[src/rtl/reg_dump_if.sv]
// reg_dump_if: beat stream carrying one (index, data) pair per register.
// Latency: none. This is a bundle of wires only.
// Backpressure: a beat moves on out_valid && out_ready, and the master holds
//    the payload stable until that happens.
// Signals: out_valid/out_data/out_index/out_last go from the master to the
//    slave. out_ready goes from the slave to the master.
interface reg_dump_if #(
   parameter int DATA_W = 32,
   parameter int ADDR_W = 5
);
   logic              out_valid;
   logic              out_ready;
   logic [DATA_W-1:0] out_data;
   logic [ADDR_W-1:0] out_index;
   logic              out_last;

   modport master (
      output out_valid,
      output out_data,
      output out_index,
      output out_last,
      input  out_ready
   );

   modport slave (
      input  out_valid,
      input  out_data,
      input  out_index,
      input  out_last,
      output out_ready
   );
endinterface

[src/rtl/reg_dump.sv]
// reg_dump: walks a wrapping register range on the spare RF read port and
//    streams each value out as an (index, data) beat.
// Latency: the first beat is valid 2 cycles after start. With no stalls,
//    one beat goes out every 2 cycles.
// Backpressure: SEND waits for out_ready with the payload held stable. Each
//    stalled cycle delays everything after it by one cycle.
// Ports:
//    clk, rst                      clock, synchronous active-high reset
//    start, first_addr, last_addr  dump request (sampled only in IDLE)
//    rf_addr, rf_data              asynchronous register-file read port
//    beat                          beat stream (valid/ready, master side)
//    busy, done                    busy = not IDLE; done = 1-cycle end pulse
module reg_dump #(
   parameter int DATA_W = 32,
   parameter int ADDR_W = 5
) (
   input  logic              clk,
   input  logic              rst,
   input  logic              start,
   input  logic [ADDR_W-1:0] first_addr,
   input  logic [ADDR_W-1:0] last_addr,
   output logic [ADDR_W-1:0] rf_addr,
   input  logic [DATA_W-1:0] rf_data,
   reg_dump_if.master        beat,
   output logic              busy,
   output logic              done
);

   typedef enum logic [1:0] {
      IDLE = 2'd0,
      READ = 2'd1,
      SEND = 2'd2,
      DONE = 2'd3
   } state_t;

   state_t state;
   state_t state_nxt;

   logic [ADDR_W-1:0] idx;        // register currently being read or sent
   logic [ADDR_W-1:0] end_addr;   // last register of this dump
   logic [DATA_W-1:0] data_q;
   logic [ADDR_W-1:0] index_q;
   logic              last_q;

   // Per-cycle controls decoded from the state.
   logic              load;       // latch the bounds for a new dump
   logic              capture;    // sample rf_data into the beat registers
   logic              advance;    // step to the next register
   logic              valid_c;
   logic              busy_c;
   logic              done_c;
   logic [ADDR_W-1:0] rf_addr_c;
   logic              hs;

   assign hs = beat.out_valid && beat.out_ready;

   always_ff @(posedge clk) begin
      if (rst) begin
         state <= IDLE;
      end else begin
         state <= state_nxt;
      end
   end

   always_comb begin
      state_nxt = state;
      load      = 1'b0;
      capture   = 1'b0;
      advance   = 1'b0;
      valid_c   = 1'b0;
      busy_c    = 1'b1;
      done_c    = 1'b0;
      rf_addr_c = '0;

      case (state)
         IDLE: begin
            busy_c = 1'b0;
            if (start) begin
               load      = 1'b1;
               state_nxt = READ;
            end
         end
         READ: begin
            // rf_data is asynchronous, so it is captured in this same cycle.
            // A write-back that lands before this cycle is therefore seen.
            rf_addr_c = idx;
            capture   = 1'b1;
            state_nxt = SEND;
         end
         SEND: begin
            rf_addr_c = idx;
            valid_c   = 1'b1;
            if (hs) begin
               if (last_q) begin
                  state_nxt = DONE;
               end else begin
                  advance   = 1'b1;
                  state_nxt = READ;
               end
            end
         end
         DONE: begin
            done_c    = 1'b1;
            state_nxt = IDLE;
         end
         default: begin
            state_nxt = IDLE;
         end
      endcase
   end

   // Datapath. Reset clears the payload too, so the beat that was pending
   // when reset hit is gone and not just hidden.
   always_ff @(posedge clk) begin
      if (rst) begin
         idx      <= '0;
         end_addr <= '0;
         data_q   <= '0;
         index_q  <= '0;
         last_q   <= 1'b0;
      end else begin
         if (load) begin
            idx      <= first_addr;
            end_addr <= last_addr;
         end else if (advance) begin
            // Modulo-2^ADDR_W increment: the top index wraps to x0.
            idx <= idx + ADDR_W'(1);
         end
         if (capture) begin
            data_q  <= rf_data;
            index_q <= idx;
            last_q  <= (idx == end_addr);
         end
      end
   end

   assign beat.out_valid = valid_c;
   assign beat.out_data  = data_q;
   assign beat.out_index = index_q;
   assign beat.out_last  = last_q;
   assign rf_addr        = rf_addr_c;
   assign busy           = busy_c;
   assign done           = done_c;

endmodule

[src/flat_wrapper.sv]
// flat-port wrapper written by rule: the top's interface ports become plain ports
module reg_dump_flat 
#(
   parameter int DATA_W = 32,
   parameter int ADDR_W = 5
)
  (clk, rst, start, first_addr, last_addr, rf_addr, rf_data, busy, done, beat_out_valid, beat_out_data, beat_out_index, beat_out_last, beat_out_ready);
  reg_dump_if #(.DATA_W(DATA_W), .ADDR_W(ADDR_W)) beat_i ();
  input  logic clk;
  input  logic rst;
  input  logic start;
  input  logic [ADDR_W-1:0] first_addr;
  input  logic [ADDR_W-1:0] last_addr;
  output logic [ADDR_W-1:0] rf_addr;
  input  logic [DATA_W-1:0] rf_data;
  output logic busy;
  output logic done;
  output wire logic [$bits(beat_i.out_valid)-1:0] beat_out_valid;
  output wire logic [$bits(beat_i.out_data)-1:0] beat_out_data;
  output wire logic [$bits(beat_i.out_index)-1:0] beat_out_index;
  output wire logic [$bits(beat_i.out_last)-1:0] beat_out_last;
  input wire logic [$bits(beat_i.out_ready)-1:0] beat_out_ready;
  assign beat_out_valid = beat_i.out_valid;
  assign beat_out_data = beat_i.out_data;
  assign beat_out_index = beat_i.out_index;
  assign beat_out_last = beat_i.out_last;
  assign beat_i.out_ready = beat_out_ready;
  reg_dump #(.DATA_W(DATA_W), .ADDR_W(ADDR_W)) u_core (.clk(clk), .rst(rst), .start(start), .first_addr(first_addr), .last_addr(last_addr), .rf_addr(rf_addr), .rf_data(rf_data), .beat(beat_i), .busy(busy), .done(done));
endmodule
[config.mk]
export PLATFORM = sky130hd
export DESIGN_NAME = reg_dump_flat
export DESIGN_NICKNAME = d
export VERILOG_FILES = /design/src/rtl/reg_dump_if.sv /design/src/rtl/reg_dump.sv /design/src/flat_wrapper.sv
export SDC_FILE = /design/constraint.sdc
export NUM_CORES = 1
export LEC_CHECK = 0
export ABC_CLOCK_PERIOD_IN_PS = 1400
export BUFFER_PORTS_ARGS = -buffer_cell sky130_fd_sc_hd__buf_4
export CORE_MARGIN = 8
export CORE_UTILIZATION = 42
export CTS_CLUSTER_SIZE = 25
export DETAILED_ROUTE_END_ITERATION = 16
export HOLD_SLACK_MARGIN = 0.15
export PLACE_DENSITY_LB_ADDON = 0.15
export SYNTH_ARGS = -nofsm -noshare
export SYNTH_HDL_FRONTEND = slang
export SYNTH_SLANG_ARGS = --single-unit
[constraint.sdc]
create_clock -name clk -period 1.4 [get_ports clk]
set_input_delay 0.14 -clock clk [delete_from_list [all_inputs] [get_ports clk]]
set_output_delay 0.14 -clock clk [all_outputs]
set_load 0.02 [all_outputs]
==> impl_results.html, run 1 <==
<table>
<tr><th>Metric</th><th>Value</th></tr>
<tr><th colspan="2">Cells and area</th></tr>
<tr><td>Number of diodes</td><td>0</td></tr>
<tr><td>Fraction of layout cells with a size suffix above 1</td><td>35.4%</td></tr>
<tr><td>Fillers</td><td>358</td></tr>
<tr><td>Final standard cell utilization of the core</td><td>72.1%</td></tr>
<tr><td>Most common cell after layout, fill and taps aside</td><td>sky130_fd_sc_hd__buf_4</td></tr>
<tr><td>Highest-count cells in the layout ignoring fill and taps</td><td>sky130_fd_sc_hd__buf_4 (94), sky130_fd_sc_hd__dfxtp_1 (48), sky130_fd_sc_hd__nor2_1 (43)</td></tr>
<tr><td>Total number of nets in the final design</td><td>394</td></tr>
<tr><td>Layout Area Growth over Synthesis</td><td>67.0%</td></tr>
<tr><th colspan="2">CTS</th></tr>
<tr><td>Number of buffers inserted during clock tree synthesis</td><td>5</td></tr>
<tr><td>Clk slew on worst S/H paths</td><td>0.08 ns</td></tr>
<tr><td>Sink Count</td><td>50</td></tr>
<tr><td>Deepest clock path buffer count</td><td>2</td></tr>
<tr><td>Number of H-tree levels</td><td>2</td></tr>
<tr><td>Root cell of the clock tree</td><td>sky130_fd_sc_hd__clkbuf_8</td></tr>
<tr><td>Latest clock arrival within the worst-skew pair</td><td>0.29 ns</td></tr>
<tr><td>TritonCTS clock tree</td><td>yes</td></tr>
<tr><th colspan="2">Timing</th></tr>
<tr><td>Period minus WS final</td><td>1.40 ns</td></tr>
<tr><td>Setup repair after global routing missed its margin</td><td>true</td></tr>
<tr><td>Worst clock skew</td><td>0.00311 ns</td></tr>
<tr><td>Post-route clock period utilization</td><td>99.9%</td></tr>
<tr><td>Max-Slew Margin vs Limit</td><td>65.5%</td></tr>
<tr><td>Peak clock frequency supported by timing</td><td>0.715 GHz</td></tr>
<tr><td>Final hold viol count</td><td>0</td></tr>
<tr><td>Final count of pins violating max slew</td><td>0</td></tr>
<tr><td>Transition time at the pin with the least slew margin</td><td>0.517 ns</td></tr>
<tr><td>Final setup violation count</td><td>0</td></tr>
<tr><td>Accumulated negative setup slack</td><td>0 ns</td></tr>
<tr><th colspan="2">Hold path</th></tr>
<tr><td>Kind of path behind the tightest hold check</td><td>input pin to register</td></tr>
<tr><td>Hold path cells</td><td>3</td></tr>
<tr><th colspan="2">Pwr</th></tr>
<tr><td>Net switching share of the total power</td><td>32.5%</td></tr>
<tr><td>Leakage power summed over all cells</td><td>1.54 nW</td></tr>
<tr><td>Part of the total power dissipated in combinational logic</td><td>39.1%</td></tr>
<tr><td>Max rail drop VDD</td><td>0.000867 V</td></tr>
<tr><td>Power spent charging and discharging nets</td><td>1.35 mW</td></tr>
<tr><td>Portion of total power attributed to sequential cells</td><td>42.1%</td></tr>
<tr><td>Power Density</td><td>1240 nW/µm²</td></tr>
<tr><td>Pint</td><td>2.80 mW</td></tr>
<tr><td>Final Total Pwr</td><td>4.16 mW</td></tr>
<tr><td>Part of the total power dissipated in the clock network</td><td>18.8%</td></tr>
<tr><th colspan="2">Routing</th></tr>
<tr><td>Top Metal Used</td><td>met4</td></tr>
<tr><td>Met3 Routed Length</td><td>443 µm</td></tr>
<tr><td>Detail Route met2 WL</td><td>2790 µm</td></tr>
<tr><td>Pre-Repair DR Iteration Count</td><td>4</td></tr>
<tr><td>Overall routed net length</td><td>5660 µm</td></tr>
<tr><td>Number of nets with antenna violations after routing</td><td>0</td></tr>
<tr><td>First DRT Iteration DRCs</td><td>58</td></tr>
<tr><td>Routed len/inst</td><td>14.3 µm</td></tr>
<tr><td>Number of vias after detailed routing</td><td>1873</td></tr>
<tr><td>DRC violation count after routing</td><td>0</td></tr>
<tr><td>Via-per-instance ratio</td><td>4.73</td></tr>
<tr><td>Met1 Wirelength</td><td>2360 µm</td></tr>
<tr><th colspan="2">Placed design</th></tr>
<tr><td>RePlAce Congestion</td><td>0.717</td></tr>
<tr><td>Count of input and output buffers</td><td>91</td></tr>
<tr><td>Detailed placer's ending HPWL</td><td>3790 µm</td></tr>
<tr><th colspan="2">GRT</th></tr>
<tr><td>Global-route wire length before repair</td><td>9430 µm</td></tr>
<tr><td>Antenna violations before repair</td><td>0</td></tr>
<tr><td>Total routing usage reported by global routing</td><td>16.0%</td></tr>
<tr><td>Number of global-route vias before repair</td><td>1976</td></tr>
<tr><td>Largest net degree at the start of global routing</td><td>51</td></tr>
<tr><td>Grt ovf</td><td>0</td></tr>
<tr><th colspan="2">Setup path</th></tr>
<tr><td>Launching element type of the critical path</td><td>register</td></tr>
<tr><td>Data required, critical path</td><td>1.26 ns</td></tr>
<tr><td>Crit Path Class</td><td>register to output pin</td></tr>
<tr><td>Critical path endpoint category</td><td>output pin</td></tr>
<tr><td>Worst-path fanout max</td><td>5</td></tr>
<tr><td>Number of cells on the worst reg-to-reg path</td><td>5</td></tr>
<tr><td>Arrival time at the worst endpoint</td><td>1.26 ns</td></tr>
<tr><th colspan="2">Synth</th></tr>
<tr><td>Syn_area_per_cell</td><td>9.76 µm²</td></tr>
<tr><td>Area share of the largest cell type after synthesis</td><td>49.8%</td></tr>
<tr><td>Post-synthesis cell count</td><td>206</td></tr>
<tr><td>Post-synth top area cell</td><td>sky130_fd_sc_hd__dfxtp_1</td></tr>
<tr><td>Yosys synthesis warning count</td><td>0</td></tr>
<tr><td>Unique masters post-synth</td><td>23</td></tr>
<tr><td>Synth Cell Area</td><td>2010 µm²</td></tr>
<tr><td>Most area-consuming cells after synthesis</td><td>sky130_fd_sc_hd__dfxtp_1 (50%), sky130_fd_sc_hd__mux2i_1 (19%), sky130_fd_sc_hd__nor2_1 (8.0%)</td></tr>
<tr><td>Portion of the post-synthesis area used by sequential elements</td><td>49.8%</td></tr>
<tr><td>Register bit count reported by yosys</td><td>50</td></tr>
<tr><td>Net count after synthesis</td><td>258</td></tr>
<tr><th colspan="2">Floorplan</th></tr>
<tr><td>Initial core utilization</td><td>43.1%</td></tr>
<tr><td>Die height</td><td>85.2 µm</td></tr>
<tr><td>Number of I/O pins</td><td>92</td></tr>
<tr><td># rows</td><td>25</td></tr>
<tr><td>Floorplan die width</td><td>85.2 µm</td></tr>
<tr><td>Total Die Area</td><td>7260 µm²</td></tr>
<tr><td>Placeable Area</td><td>4660 µm²</td></tr>
<tr><th colspan="2">Run status</th></tr>
<tr><td>Status</td><td>finished clean</td></tr>
<tr><th colspan="2">Flow run</th></tr>
<tr><td># Max-Cap Violations</td><td>0</td></tr>
</table>
-- final timing paths --
kind                 startpoint                        to  slack [ns]
min               first_addr[1]             u_core.idx[1]        0.16
max             u_core.state[1]                rf_addr[3]       0.001
min reg2reg  u_core.end_addr[1]        u_core.end_addr[1]        0.47
max reg2reg     u_core.state[0]  u_core.beat.out_data[26]        0.04
-- synth_stat cells --
master and instances:
sky130_fd_sc_hd__and2_1 6, sky130_fd_sc_hd__nand2_1 12, sky130_fd_sc_hd__a21oi_1 8, sky130_fd_sc_hd__mux2i_1 38, sky130_fd_sc_hd__xnor2_1 3, sky130_fd_sc_hd__xor2_1 6
sky130_fd_sc_hd__ha_1 6, sky130_fd_sc_hd__o21ai_1 1, sky130_fd_sc_hd__nand4_1 3, sky130_fd_sc_hd__nand2b_1 1, sky130_fd_sc_hd__inv_1 4, sky130_fd_sc_hd__nor3_1 3
sky130_fd_sc_hd__nor2_1 43, sky130_fd_sc_hd__a211oi_1 5, sky130_fd_sc_hd__clkbuf_1 8, sky130_fd_sc_hd__dfxtp_1 50, sky130_fd_sc_hd__buf_6 1, sky130_fd_sc_hd__buf_2 2
sky130_fd_sc_hd__o21a_1 1, sky130_fd_sc_hd__buf_4 2, sky130_fd_sc_hd__and3b_1 1, sky130_fd_sc_hd__nor2b_1 1, sky130_fd_sc_hd__nand3_1 1
-- power by group through the flow --
stage	registers (mW)	clock network (mW)	logic, mW
2_1_floorplan	1.93	0	0.713
3_3_place_gp	1.77	0	1.44
3_5_place_dp	1.77	0	1.45
4_1_cts	1.75	0.808	1.59
5_1_grt	1.78	0.864	1.76
6_report	1.75	0.782	1.62
-- registers in the layout, indices dropped and copies added, names as in the netlist --
signal / flops
u_core.beat.out_data: 32
u_core.end_addr: 5
u_core.idx: 5
u_core.beat.out_index: 5
u_core.state: 2
u_core.beat.out_last: 1
-- metrics by stage --
stage | worst slack (ns) | hold WS [ns] | area [µm²] | cells
3_5_place_dp | 0.00307 | 0.380 | 2810 | 348
3_3_place_gp | 0.0677 | 0.371 | 2810 | 348
6_report | 0.00106 | 0.161 | 3360 | 396
4_1_cts | -0.0104 | 0.153 | 3340 | 396
5_1_grt | -0.0491 | 0.168 | 3360 | 396
2_1_floorplan | -0.0128 | 0.276 | 2030 | 206
-- kinds of logic after synthesis --
kind of cell               after synthesis  synth area share (%)
DFF                                     50                  49.8
AOI/OAI and AO/OA                       15                  4.48
muxes                                   38                  18.9
and+or+nand+nor                         71                  15.1
adders and majority gates                6                  3.73
xor gates and xnor gates                 9                  3.92
buffers and inverters                   17                  4.04
-- critical path, cell delays in order, from the launching register on --
cell and delay, ns:
sky130_fd_sc_hd__dfxtp_4 0.38, sky130_fd_sc_hd__inv_4 0.05, sky130_fd_sc_hd__ha_4 0.28, sky130_fd_sc_hd__and2_4 0.14, sky130_fd_sc_hd__buf_6 0.11
-- timing repair --
item | 4_1_cts | 5_1_grt
gates resized for setup | 11 | 8
pin swaps | 0 | 8
setup endpoints to repair | 8 | 15
buffers inserted | 1 | 0
endpoints found under the hold margin | 40 | 0
hold buffers | 40 | 0
-- layout make-up --
cell class                      instances  area [µm²]  share of cell area [%]
Inverter                                4        20.0                   0.596
Timing Repair Buffer                  142        1210                    36.1
Clock buffer                            7        76.3                    2.27
Sequential cell                        50        1010                    30.0
Tap cell                               54        67.6                    2.01
Multi-Input combinational cell        139         975                    29.0
-- routing by layer --
metal | GRT usage [%] | up-vias
met2 | 27.9 | 56
met3 | 7.24 | 7
met1 | 16.8 | 860
li1 | - | 950
met4 | 4.37 | 0
met5 | 0 | -
Power figures use the tool's default switching activity.
==> inputs of run 2 (changes only) <==
- ABC_AREA: default -> 1
- BUFFER_PORTS_ARGS: -buffer_cell sky130_fd_sc_hd__buf_4 -> -buffer_cell sky130_fd_sc_hd__buf_2
- CORE_MARGIN: 8 -> 4
==> impl_results.html, run 2 <==
<table>
<tr><th>Metric</th><th>Value</th></tr>
<tr><th colspan="2">Run status</th></tr>
<tr><td>Status</td><td>finished clean</td></tr>
<tr><th colspan="2">Setup path</th></tr>
<tr><td>Critical-path cell with the highest stage delay</td><td>sky130_fd_sc_hd__dfxtp_4</td></tr>
<tr><td>Data required, critical path</td><td>1.26 ns (about the same)</td></tr>
<tr><td>Cell chain of the critical path</td><td>inv_4 -&gt; ha_4 -&gt; nand2_1 -&gt; inv_1 -&gt; buf_6</td></tr>
<tr><td>Launching element type of the critical path</td><td>register</td></tr>
<tr><td>Highest cell delay on the worst timing path</td><td>0.38 ns (about the same)</td></tr>
<tr><td>Arrival time at the worst endpoint</td><td>1.25 ns (about the same)</td></tr>
<tr><td>Crit Path Class</td><td>register to output pin</td></tr>
<tr><td>Slack of the worst reg-to-reg path</td><td>0.08 ns (+0.04 ns)</td></tr>
<tr><td>Worst-path fanout max</td><td>5 (unchanged)</td></tr>
<tr><td>Critical path endpoint category</td><td>output pin</td></tr>
<tr><th colspan="2">Timing</th></tr>
<tr><td>Setup repair after global routing missed its margin</td><td>true</td></tr>
<tr><td>Worst clock skew</td><td>0.00844 ns (+0.00533 ns)</td></tr>
<tr><td>Post-route clock period utilization</td><td>99.0% (-0.96 points)</td></tr>
<tr><td>Final setup margin</td><td>0.0145 ns (+0.0135 ns)</td></tr>
<tr><td>Final hold viol count</td><td>0 (unchanged)</td></tr>
<tr><td>Period minus WS final</td><td>1.39 ns (-0.0135 ns)</td></tr>
<tr><td>Transition time at the pin with the least slew margin</td><td>0.349 ns (-0.169 ns)</td></tr>
<tr><td>Worst hold slack</td><td>0.211 ns (+0.0501 ns)</td></tr>
<tr><td>Final setup violation count</td><td>0 (unchanged)</td></tr>
<tr><td>Peak clock frequency supported by timing</td><td>0.722 GHz (+0.97%)</td></tr>
<tr><td>Final count of pins violating max slew</td><td>0 (unchanged)</td></tr>
<tr><td>Max-Slew Margin vs Limit</td><td>76.7% (+11 points)</td></tr>
<tr><th colspan="2">Routing</th></tr>
<tr><td>DRC violation count after routing</td><td>0 (unchanged)</td></tr>
<tr><td>Via-per-instance ratio</td><td>4.63 (-2.2%)</td></tr>
<tr><td>Number of vias after detailed routing</td><td>2221 (+19%)</td></tr>
<tr><td>Number of nets with antenna violations after routing</td><td>0 (unchanged)</td></tr>
<tr><td>First DRT Iteration DRCs</td><td>99 (+71%)</td></tr>
<tr><td>Pre-Repair DR Iteration Count</td><td>4 (unchanged)</td></tr>
<tr><td>Overall routed net length</td><td>5810 µm (+2.7%)</td></tr>
<tr><td>Routed len/inst</td><td>12.1 µm (-15%)</td></tr>
<tr><th colspan="2">Placed design</th></tr>
<tr><td>Pre-CTS setup slack</td><td>0.00520 ns (+0.00214 ns)</td></tr>
<tr><td>Count of input and output buffers</td><td>91 (unchanged)</td></tr>
<tr><td>Detailed placer's ending HPWL</td><td>3690 µm (-2.7%)</td></tr>
<tr><td>RePlAce Congestion</td><td>0.794 (+11%)</td></tr>
<tr><th colspan="2">Floorplan</th></tr>
<tr><td>Floorplan die width</td><td>78.5 µm (-7.9%)</td></tr>
<tr><td>Initial core utilization</td><td>43.9% (+0.73 points)</td></tr>
<tr><td>Number of I/O pins</td><td>92 (unchanged)</td></tr>
<tr><td># rows</td><td>25 (unchanged)</td></tr>
<tr><td>Placeable Area</td><td>4750 µm² (+2.0%)</td></tr>
<tr><td>Die height</td><td>78.5 µm (-7.9%)</td></tr>
<tr><td>Total Die Area</td><td>6160 µm² (-15%)</td></tr>
<tr><th colspan="2">Cells and area</th></tr>
<tr><td>Most common cell after layout, fill and taps aside</td><td>sky130_fd_sc_hd__buf_2</td></tr>
<tr><td>Highest-count cells in the layout ignoring fill and taps</td><td>sky130_fd_sc_hd__buf_2 (85), sky130_fd_sc_hd__nor2_1 (72), sky130_fd_sc_hd__dfxtp_1 (48)</td></tr>
<tr><td>Number of diodes</td><td>0 (unchanged)</td></tr>
<tr><td>Fraction of layout cells with a size suffix above 1</td><td>32.0% (-3.4 points)</td></tr>
<tr><td>Total number of nets in the final design</td><td>464 (+18%)</td></tr>
<tr><td>Layout Area Growth over Synthesis</td><td>55.8%</td></tr>
<tr><td>Number of flip-flops in the largest register</td><td>32 (unchanged)</td></tr>
<tr><th colspan="2">CTS</th></tr>
<tr><td>Number of H-tree levels</td><td>2 (unchanged)</td></tr>
<tr><td>TritonCTS clock tree</td><td>yes</td></tr>
<tr><td>Latest clock arrival within the worst-skew pair</td><td>0.30 ns (about the same)</td></tr>
<tr><td>Sink Count</td><td>50 (unchanged)</td></tr>
<tr><td>Deepest clock path buffer count</td><td>2 (unchanged)</td></tr>
<tr><td>Clk slew on worst S/H paths</td><td>0.09 ns (about the same)</td></tr>
<tr><td>Root cell of the clock tree</td><td>sky130_fd_sc_hd__clkbuf_8</td></tr>
<tr><td>Number of buffers inserted during clock tree synthesis</td><td>5 (unchanged)</td></tr>
<tr><th colspan="2">Pwr</th></tr>
<tr><td>Max rail drop VDD</td><td>0.000750 V (-13%)</td></tr>
<tr><td>Part of the total power dissipated in the clock network</td><td>25.7% (+6.9 points)</td></tr>
<tr><td>Power Density</td><td>1480 nW/µm² (+19%)</td></tr>
<tr><td>Final Total Pwr</td><td>4.80 mW (+15%)</td></tr>
<tr><td>Pint</td><td>3.14 mW (+12%)</td></tr>
<tr><td>Net switching share of the total power</td><td>34.6% (+2.1 points)</td></tr>
<tr><td>Leakage power summed over all cells</td><td>1.62 nW (+5.5%)</td></tr>
<tr><td>Power spent charging and discharging nets</td><td>1.66 mW (+23%)</td></tr>
<tr><td>Portion of total power attributed to sequential cells</td><td>39.1% (-3.0 points)</td></tr>
<tr><td>Part of the total power dissipated in combinational logic</td><td>35.2% (-3.9 points)</td></tr>
<tr><th colspan="2">Synth</th></tr>
<tr><td>Post-synth top area cell</td><td>sky130_fd_sc_hd__dfxtp_1</td></tr>
<tr><td>Compound-Gate Fraction of Synth Area</td><td>16.7% (+12 points)</td></tr>
<tr><td>Post-synthesis cell count</td><td>279 (+35%)</td></tr>
<tr><td>Portion of the post-synthesis area used by sequential elements</td><td>48.0% (-1.8 points)</td></tr>
<tr><td>Most area-consuming cells after synthesis</td><td>sky130_fd_sc_hd__dfxtp_1 (48%), sky130_fd_sc_hd__nor2_1 (13%), sky130_fd_sc_hd__o21ai_0 (11%)</td></tr>
<tr><td>Dominant synthesized flop cell</td><td>sky130_fd_sc_hd__dfxtp_1</td></tr>
<tr><td>Yosys synthesis warning count</td><td>0 (unchanged)</td></tr>
<tr><td>Synth Cell Area</td><td>2090 µm² (+3.7%)</td></tr>
<tr><td>Syn_area_per_cell</td><td>7.48 µm² (-23%)</td></tr>
<tr><td>Unique masters post-synth</td><td>25 (+8.7%)</td></tr>
<tr><td>Basic-gate share of the synthesized area counting and, or, nand and nor cells</td><td>22.0% (+6.9 points)</td></tr>
<tr><td>Synth async-reset ratio</td><td>0% (unchanged)</td></tr>
<tr><td>Net count after synthesis</td><td>331 (+28%)</td></tr>
<tr><td>Register bit count reported by yosys</td><td>50 (unchanged)</td></tr>
<tr><td>Number of enable-type register cells in the synthesized netlist</td><td>0 (unchanged)</td></tr>
<tr><td>Synth top cells by count</td><td>sky130_fd_sc_hd__nor2_1 (72), sky130_fd_sc_hd__dfxtp_1 (50), sky130_fd_sc_hd__o21ai_0 (44)</td></tr>
<tr><td>Area share of the largest cell type after synthesis</td><td>48.0% (-1.8 points)</td></tr>
<tr><td>Arithmetic-cell share of the synthesized area counting full adders, half adders and majority gates</td><td>3.60% (-0.13 points)</td></tr>
<tr><td>Synth Area in XOR/XNOR</td><td>0.840% (-3.1 points)</td></tr>
<tr><td>Most common cell in the netlist</td><td>sky130_fd_sc_hd__nor2_1</td></tr>
<tr><td>Dominant combinational cell family by area after synthesis</td><td>simple AND/OR/NAND/NOR gates</td></tr>
<tr><td>Multiplexer share of the synthesized area</td><td>0% (-19 points)</td></tr>
<tr><th colspan="2">GRT</th></tr>
<tr><td>Grt ovf</td><td>0 (unchanged)</td></tr>
<tr><td>Global-route wire length before repair</td><td>9780 µm (+3.7%)</td></tr>
<tr><td>Antenna violations before repair</td><td>0 (unchanged)</td></tr>
<tr><td>Number of global-route vias before repair</td><td>2200 (+11%)</td></tr>
<tr><td>Largest net degree at the start of global routing</td><td>33 (-35%)</td></tr>
<tr><td>Total routing usage reported by global routing</td><td>19.4% (+3.4 points)</td></tr>
<tr><th colspan="2">Flow run</th></tr>
<tr><td># Max-Cap Violations</td><td>0 (unchanged)</td></tr>
<tr><th colspan="2">Hold path</th></tr>
<tr><td>Kind of path behind the tightest hold check</td><td>input pin to register</td></tr>
</table>
==> run 2: cell count changes in the layout (fill, tap and decap cells not counted), moves of 6 or more <==
cell | before | now
sky130_fd_sc_hd__buf_4 | 94 | 8
sky130_fd_sc_hd__buf_2 | 0 | 85
sky130_fd_sc_hd__o21ai_0 | 0 | 43
sky130_fd_sc_hd__mux2i_1 | 38 | 0
sky130_fd_sc_hd__nor2_1 | 43 | 72
sky130_fd_sc_hd__nand2_1 | 12 | 27
sky130_fd_sc_hd__inv_2 | 0 | 10
sky130_fd_sc_hd__a21oi_1 | 8 | 17
sky130_fd_sc_hd__inv_1 | 2 | 11
sky130_fd_sc_hd__nand3_1 | 1 | 7
==> run 2: final timing paths <==
check                          start                  to  cells past startpoint
setup / recovery     u_core.state[0]          rf_addr[3]                      5
hold / removal         first_addr[1]       u_core.idx[1]                      5
setup reg to reg     u_core.state[0]       u_core.idx[4]                      8
hold reg to reg   u_core.end_addr[0]  u_core.end_addr[0]                      2
==> run 2: power groups by stage <==
stage	logic [mW]	clock network [mW]	registers, mW
finish	1.69	1.23	1.88
global route	1.87	1.32	1.92
CTS	1.66	1.26	1.87
detailed placement	1.50	0	1.89
global placement	1.49	0	1.89
floorplan	0.758	0	2.15
==> run 2: cell families (layout without fill, tap and decap cells) <==
group                    after synthesis  after routing
AND/OR/NAND/NOR                      114            114
AO/OA/AOI/OAI                         68             68
flip-flops                            50             50
buffers and inverters                 39            173
adder cells (fa/ha/maj)                6              6
XOR/XNOR                               2              2
==> run 2: cell type report <==
type                       instances  area [µm²]
clock buffer                       6        82.6
clock inverter                     2        60.1
fill                             418        1500
inverter                          24        96.3
multi-input combinational        190         930
sequential                        50        1010
tap                               67        83.8
timing repair buffer             141         992
==> run 2: critical path: cells and delay by family (launching register included) <==
family	cells	cell delay, ns
adder cells (fa/ha/maj)	1	0.29
buffers and inverters	3	0.23
flip-flops	1	0.38
AND/OR/NAND/NOR	1	0.06
==> run 2: metrics by stage <==
| stage | util, % | area, µm² | TNS, ns | instances |
|---|---|---|---|---|
| 2_1_floorplan | - | 2090 | 0 | 279 |
| 3_3_place_gp | 54.9 | 2610 | -0.00492 | 429 |
| 4_1_cts | 67.8 | 3220 | -0.00662 | 480 |
| 6_report | 68.4 | 3250 | 0 | 480 |
| 3_5_place_dp | 54.9 | 2610 | 0 | 429 |
| 5_1_grt | 68.4 | 3250 | -0.161 | 480 |
==> run 2: repair_timing <==
| item | 4_1_cts | 5_1_grt |
|---|---|---|
| setup buffers | 2 | 0 |
| hold buffers | 41 | 0 |
| endpoints found under the hold margin | 42 | 0 |
| pin swaps | 1 | 1 |
| resized for setup | 17 | 12 |
| endpoints found under the setup margin | 7 | 40 |
==> run 2: metal layers <==
metal  part of all wire [%]  GRT usage (%)
met4                    1.2           5.24
met1                     43           23.5
met3                    7.1           5.85
met2                     49           33.4
met5                      0              0
==> inputs of run 3 (changes only) <==
- RECOVER_POWER: default -> 100
==> impl_results.html, run 3 (synthesis results as in run 2) <==
<table>
<tr><th>Metric</th><th>Value</th></tr>
<tr><th colspan="2">Cells and area</th></tr>
<tr><td>Highest-count cells in the layout ignoring fill and taps</td><td>sky130_fd_sc_hd__nor2_1 (72), sky130_fd_sc_hd__dfxtp_1 (48), sky130_fd_sc_hd__o21ai_0 (44), sky130_fd_sc_hd__buf_2 (44), sky130_fd_sc_hd__dlygate4sd3_1 (41)</td></tr>
<tr><td>Fillers</td><td>435 (+4.1%)</td></tr>
<tr><td>Total number of nets in the final design</td><td>464 (unchanged)</td></tr>
<tr><td>Number of diodes</td><td>0 (unchanged)</td></tr>
<tr><td>Total area of multi-input combinational cells</td><td>918 µm² (-1.2%)</td></tr>
<tr><td>Fraction of layout cells with a size suffix above 1</td><td>21.8% (-10 points)</td></tr>
<tr><td>Post-route design area</td><td>3190 µm² (-2.0%)</td></tr>
<tr><td>Most common cell after layout, fill and taps aside</td><td>sky130_fd_sc_hd__nor2_1</td></tr>
<tr><td>Layout Area Growth over Synthesis</td><td>52.8%</td></tr>
<tr><td>Combined flip-flop and latch cell area</td><td>1010 µm² (unchanged)</td></tr>
<tr><td>Number of flip-flops in the largest register</td><td>32 (unchanged)</td></tr>
<tr><th colspan="2">Timing</th></tr>
<tr><td>Final hold viol count</td><td>0 (unchanged)</td></tr>
<tr><td>Final count of pins violating max slew</td><td>0 (unchanged)</td></tr>
<tr><td>Transition time at the pin with the least slew margin</td><td>0.337 ns (-0.0118 ns)</td></tr>
<tr><td>Peak clock frequency supported by timing</td><td>0.722 GHz (about the same)</td></tr>
<tr><td>Worst clock skew</td><td>0.00810 ns (-0.000337 ns)</td></tr>
<tr><td>Final setup violation count</td><td>0 (unchanged)</td></tr>
<tr><td>Setup repair after global routing missed its margin</td><td>true</td></tr>
<tr><td>Worst hold slack</td><td>0.211 ns (+0.000182 ns)</td></tr>
<tr><td>Post-route clock period utilization</td><td>98.9% (about the same)</td></tr>
<tr><td>Final setup margin</td><td>0.0156 ns (+0.00110 ns)</td></tr>
<tr><td>Max-Slew Margin vs Limit</td><td>77.5% (+0.79 points)</td></tr>
<tr><td>Period minus WS final</td><td>1.38 ns (-0.00110 ns)</td></tr>
<tr><th colspan="2">CTS</th></tr>
<tr><td>Root cell of the clock tree</td><td>sky130_fd_sc_hd__clkbuf_8</td></tr>
<tr><td>Clk slew on worst S/H paths</td><td>0.09 ns (about the same)</td></tr>
<tr><td>Latest clock arrival within the worst-skew pair</td><td>0.29 ns (about the same)</td></tr>
<tr><td>Sink Count</td><td>50 (unchanged)</td></tr>
<tr><td>Deepest clock path buffer count</td><td>2 (unchanged)</td></tr>
<tr><td>Number of H-tree levels</td><td>2 (unchanged)</td></tr>
<tr><td>Number of buffers inserted during clock tree synthesis</td><td>5 (unchanged)</td></tr>
<tr><td>TritonCTS clock tree</td><td>yes</td></tr>
<tr><th colspan="2">Floorplan</th></tr>
<tr><td>Initial core utilization</td><td>43.9% (unchanged)</td></tr>
<tr><td>Total Die Area</td><td>6160 µm² (unchanged)</td></tr>
<tr><td>Floorplan die width</td><td>78.5 µm (unchanged)</td></tr>
<tr><td>Number of I/O pins</td><td>92 (unchanged)</td></tr>
<tr><td># rows</td><td>25 (unchanged)</td></tr>
<tr><td>Die height</td><td>78.5 µm (unchanged)</td></tr>
<tr><td>Placeable Area</td><td>4750 µm² (unchanged)</td></tr>
<tr><th colspan="2">Placed design</th></tr>
<tr><td>Detailed placer's ending HPWL</td><td>3690 µm (unchanged)</td></tr>
<tr><td>Count of input and output buffers</td><td>91 (unchanged)</td></tr>
<tr><td>Pre-CTS setup slack</td><td>0.00520 ns (unchanged)</td></tr>
<tr><td>Cell area after placement</td><td>2610 µm² (unchanged)</td></tr>
<tr><td>RePlAce Congestion</td><td>0.794 (unchanged)</td></tr>
<tr><th colspan="2">GRT</th></tr>
<tr><td>Global-route wire length before repair</td><td>9780 µm (unchanged)</td></tr>
<tr><td>Grt ovf</td><td>0 (unchanged)</td></tr>
<tr><td>Total routing usage reported by global routing</td><td>19.4% (unchanged)</td></tr>
<tr><td>Antenna violations before repair</td><td>0 (unchanged)</td></tr>
<tr><td>Number of global-route vias before repair</td><td>2200 (unchanged)</td></tr>
<tr><td>Largest net degree at the start of global routing</td><td>33 (unchanged)</td></tr>
<tr><th colspan="2">Setup path</th></tr>
<tr><td>Cell chain of the critical path</td><td>inv_4 -&gt; ha_4 -&gt; nand2_1 -&gt; inv_1 -&gt; buf_6</td></tr>
<tr><td>Data required, critical path</td><td>1.26 ns (about the same)</td></tr>
<tr><td>Worst-path fanout max</td><td>5 (unchanged)</td></tr>
<tr><td>Critical-path cell with the highest stage delay</td><td>sky130_fd_sc_hd__dfxtp_4</td></tr>
<tr><td>Launching element type of the critical path</td><td>register</td></tr>
<tr><td>Highest cell delay on the worst timing path</td><td>0.38 ns (about the same)</td></tr>
<tr><td>Arrival time at the worst endpoint</td><td>1.24 ns (about the same)</td></tr>
<tr><td>Crit Path Class</td><td>register to output pin</td></tr>
<tr><td>Critical path endpoint category</td><td>output pin</td></tr>
<tr><th colspan="2">Routing</th></tr>
<tr><td>Overall routed net length</td><td>5860 µm (+0.74%)</td></tr>
<tr><td>Number of vias after detailed routing</td><td>2219 (-0.090%)</td></tr>
<tr><td>Via-per-instance ratio</td><td>4.62 (about the same)</td></tr>
<tr><td>Pre-Repair DR Iteration Count</td><td>4 (unchanged)</td></tr>
<tr><td>DRC violation count after routing</td><td>0 (unchanged)</td></tr>
<tr><td>Number of nets with antenna violations after routing</td><td>0 (unchanged)</td></tr>
<tr><td>First DRT Iteration DRCs</td><td>94 (-5.1%)</td></tr>
<tr><td>Routed len/inst</td><td>12.2 µm (+0.74%)</td></tr>
<tr><th colspan="2">Run status</th></tr>
<tr><td>Status</td><td>finished clean</td></tr>
<tr><th colspan="2">Pwr</th></tr>
<tr><td>Leakage power summed over all cells</td><td>1.46 nW (-9.9%)</td></tr>
<tr><td>Final Total Pwr</td><td>4.72 mW (-1.6%)</td></tr>
<tr><td>Power Density</td><td>1480 nW/µm² (+0.34%)</td></tr>
<tr><td>Max rail drop VDD</td><td>0.000728 V (-3.0%)</td></tr>
<tr><th colspan="2">Flow run</th></tr>
<tr><td># Max-Cap Violations</td><td>0 (unchanged)</td></tr>
<tr><th colspan="2">Hold path</th></tr>
<tr><td>Kind of path behind the tightest hold check</td><td>input pin to register</td></tr>
</table>
[run 3: cell count changes in the layout (fill, tap and decap cells not counted)]
cell,change
sky130_fd_sc_hd__nand2_1,+1
sky130_fd_sc_hd__nand2_4,-1
sky130_fd_sc_hd__clkbuf_2,+2
sky130_fd_sc_hd__o21ai_2,-1
sky130_fd_sc_hd__buf_4,-1
sky130_fd_sc_hd__clkbuf_1,+40
sky130_fd_sc_hd__o21ai_0,+1
sky130_fd_sc_hd__buf_2,-41
[run 3: area by class of cell]
type                    instances  share of cell area [%]
flip-flops and latches         50                    31.6
well taps                      67                    2.63
inverters                      24                    3.02
clock buffers                   6                    2.59
clock inverters                 2                    1.88
multi-input cells             190                    28.8
repair buffers                141                    29.5
[run 3: through the flow]
step	utilization, %	TNS [ns]	instances
2_1_floorplan	-	0	279
3_3_place_gp	54.9	-0.00492	429
3_5_place_dp	54.9	0	429
4_1_cts	67.8	-0.00662	480
5_1_grt	67.0	-0.218	480
6_report	67.0	0	480
[run 3: path summary, 6_finish.rpt]
path | start | to | slack (ns) | cells past startpoint
max | u_core.state[0] | rf_addr[3] | 0.02 | 5
min | first_addr[1] | u_core.idx[1] | 0.21 | 5
max reg2reg | u_core.state[0] | u_core.idx[4] | 0.05 | 8
min reg2reg | u_core.end_addr[0] | u_core.end_addr[0] | 0.48 | 2
[run 3: report_power, final]
| group | leakage [nW] | switching, mW | internal (mW) |
|---|---|---|---|
| Sequential | 0.414 | 0.176 | 1.71 |
| Combinational | 0.977 | 1.02 | 0.594 |
| Clock | 0.0714 | 0.465 | 0.762 |
[run 3: critical path, delay by kind of cell, from the launching register on]
| kind | cells | cell delay (ns) |
|---|---|---|
| and+or+nand+nor | 1 | 0.06 |
| DFF | 1 | 0.38 |
| adders and majority gates | 1 | 0.29 |
| buffers and inverters | 3 | 0.23 |
[run 3: metal layers]
metal	GRT usage, %	part of all wire (%)	vias up
met5	0	0	-
met4	5.24	0.90	0
met3	5.85	6.4	4
met2	33.4	49	63
met1	23.5	44	996
li1	-	-	1156
[run 3: repair_timing]
action,CTS,global route
pin swaps,1,1
hold endpoints to repair,42,0
hold buffers,41,0
setup buffers,2,0
setup endpoints to repair,7,40
gates resized for setup,17,12
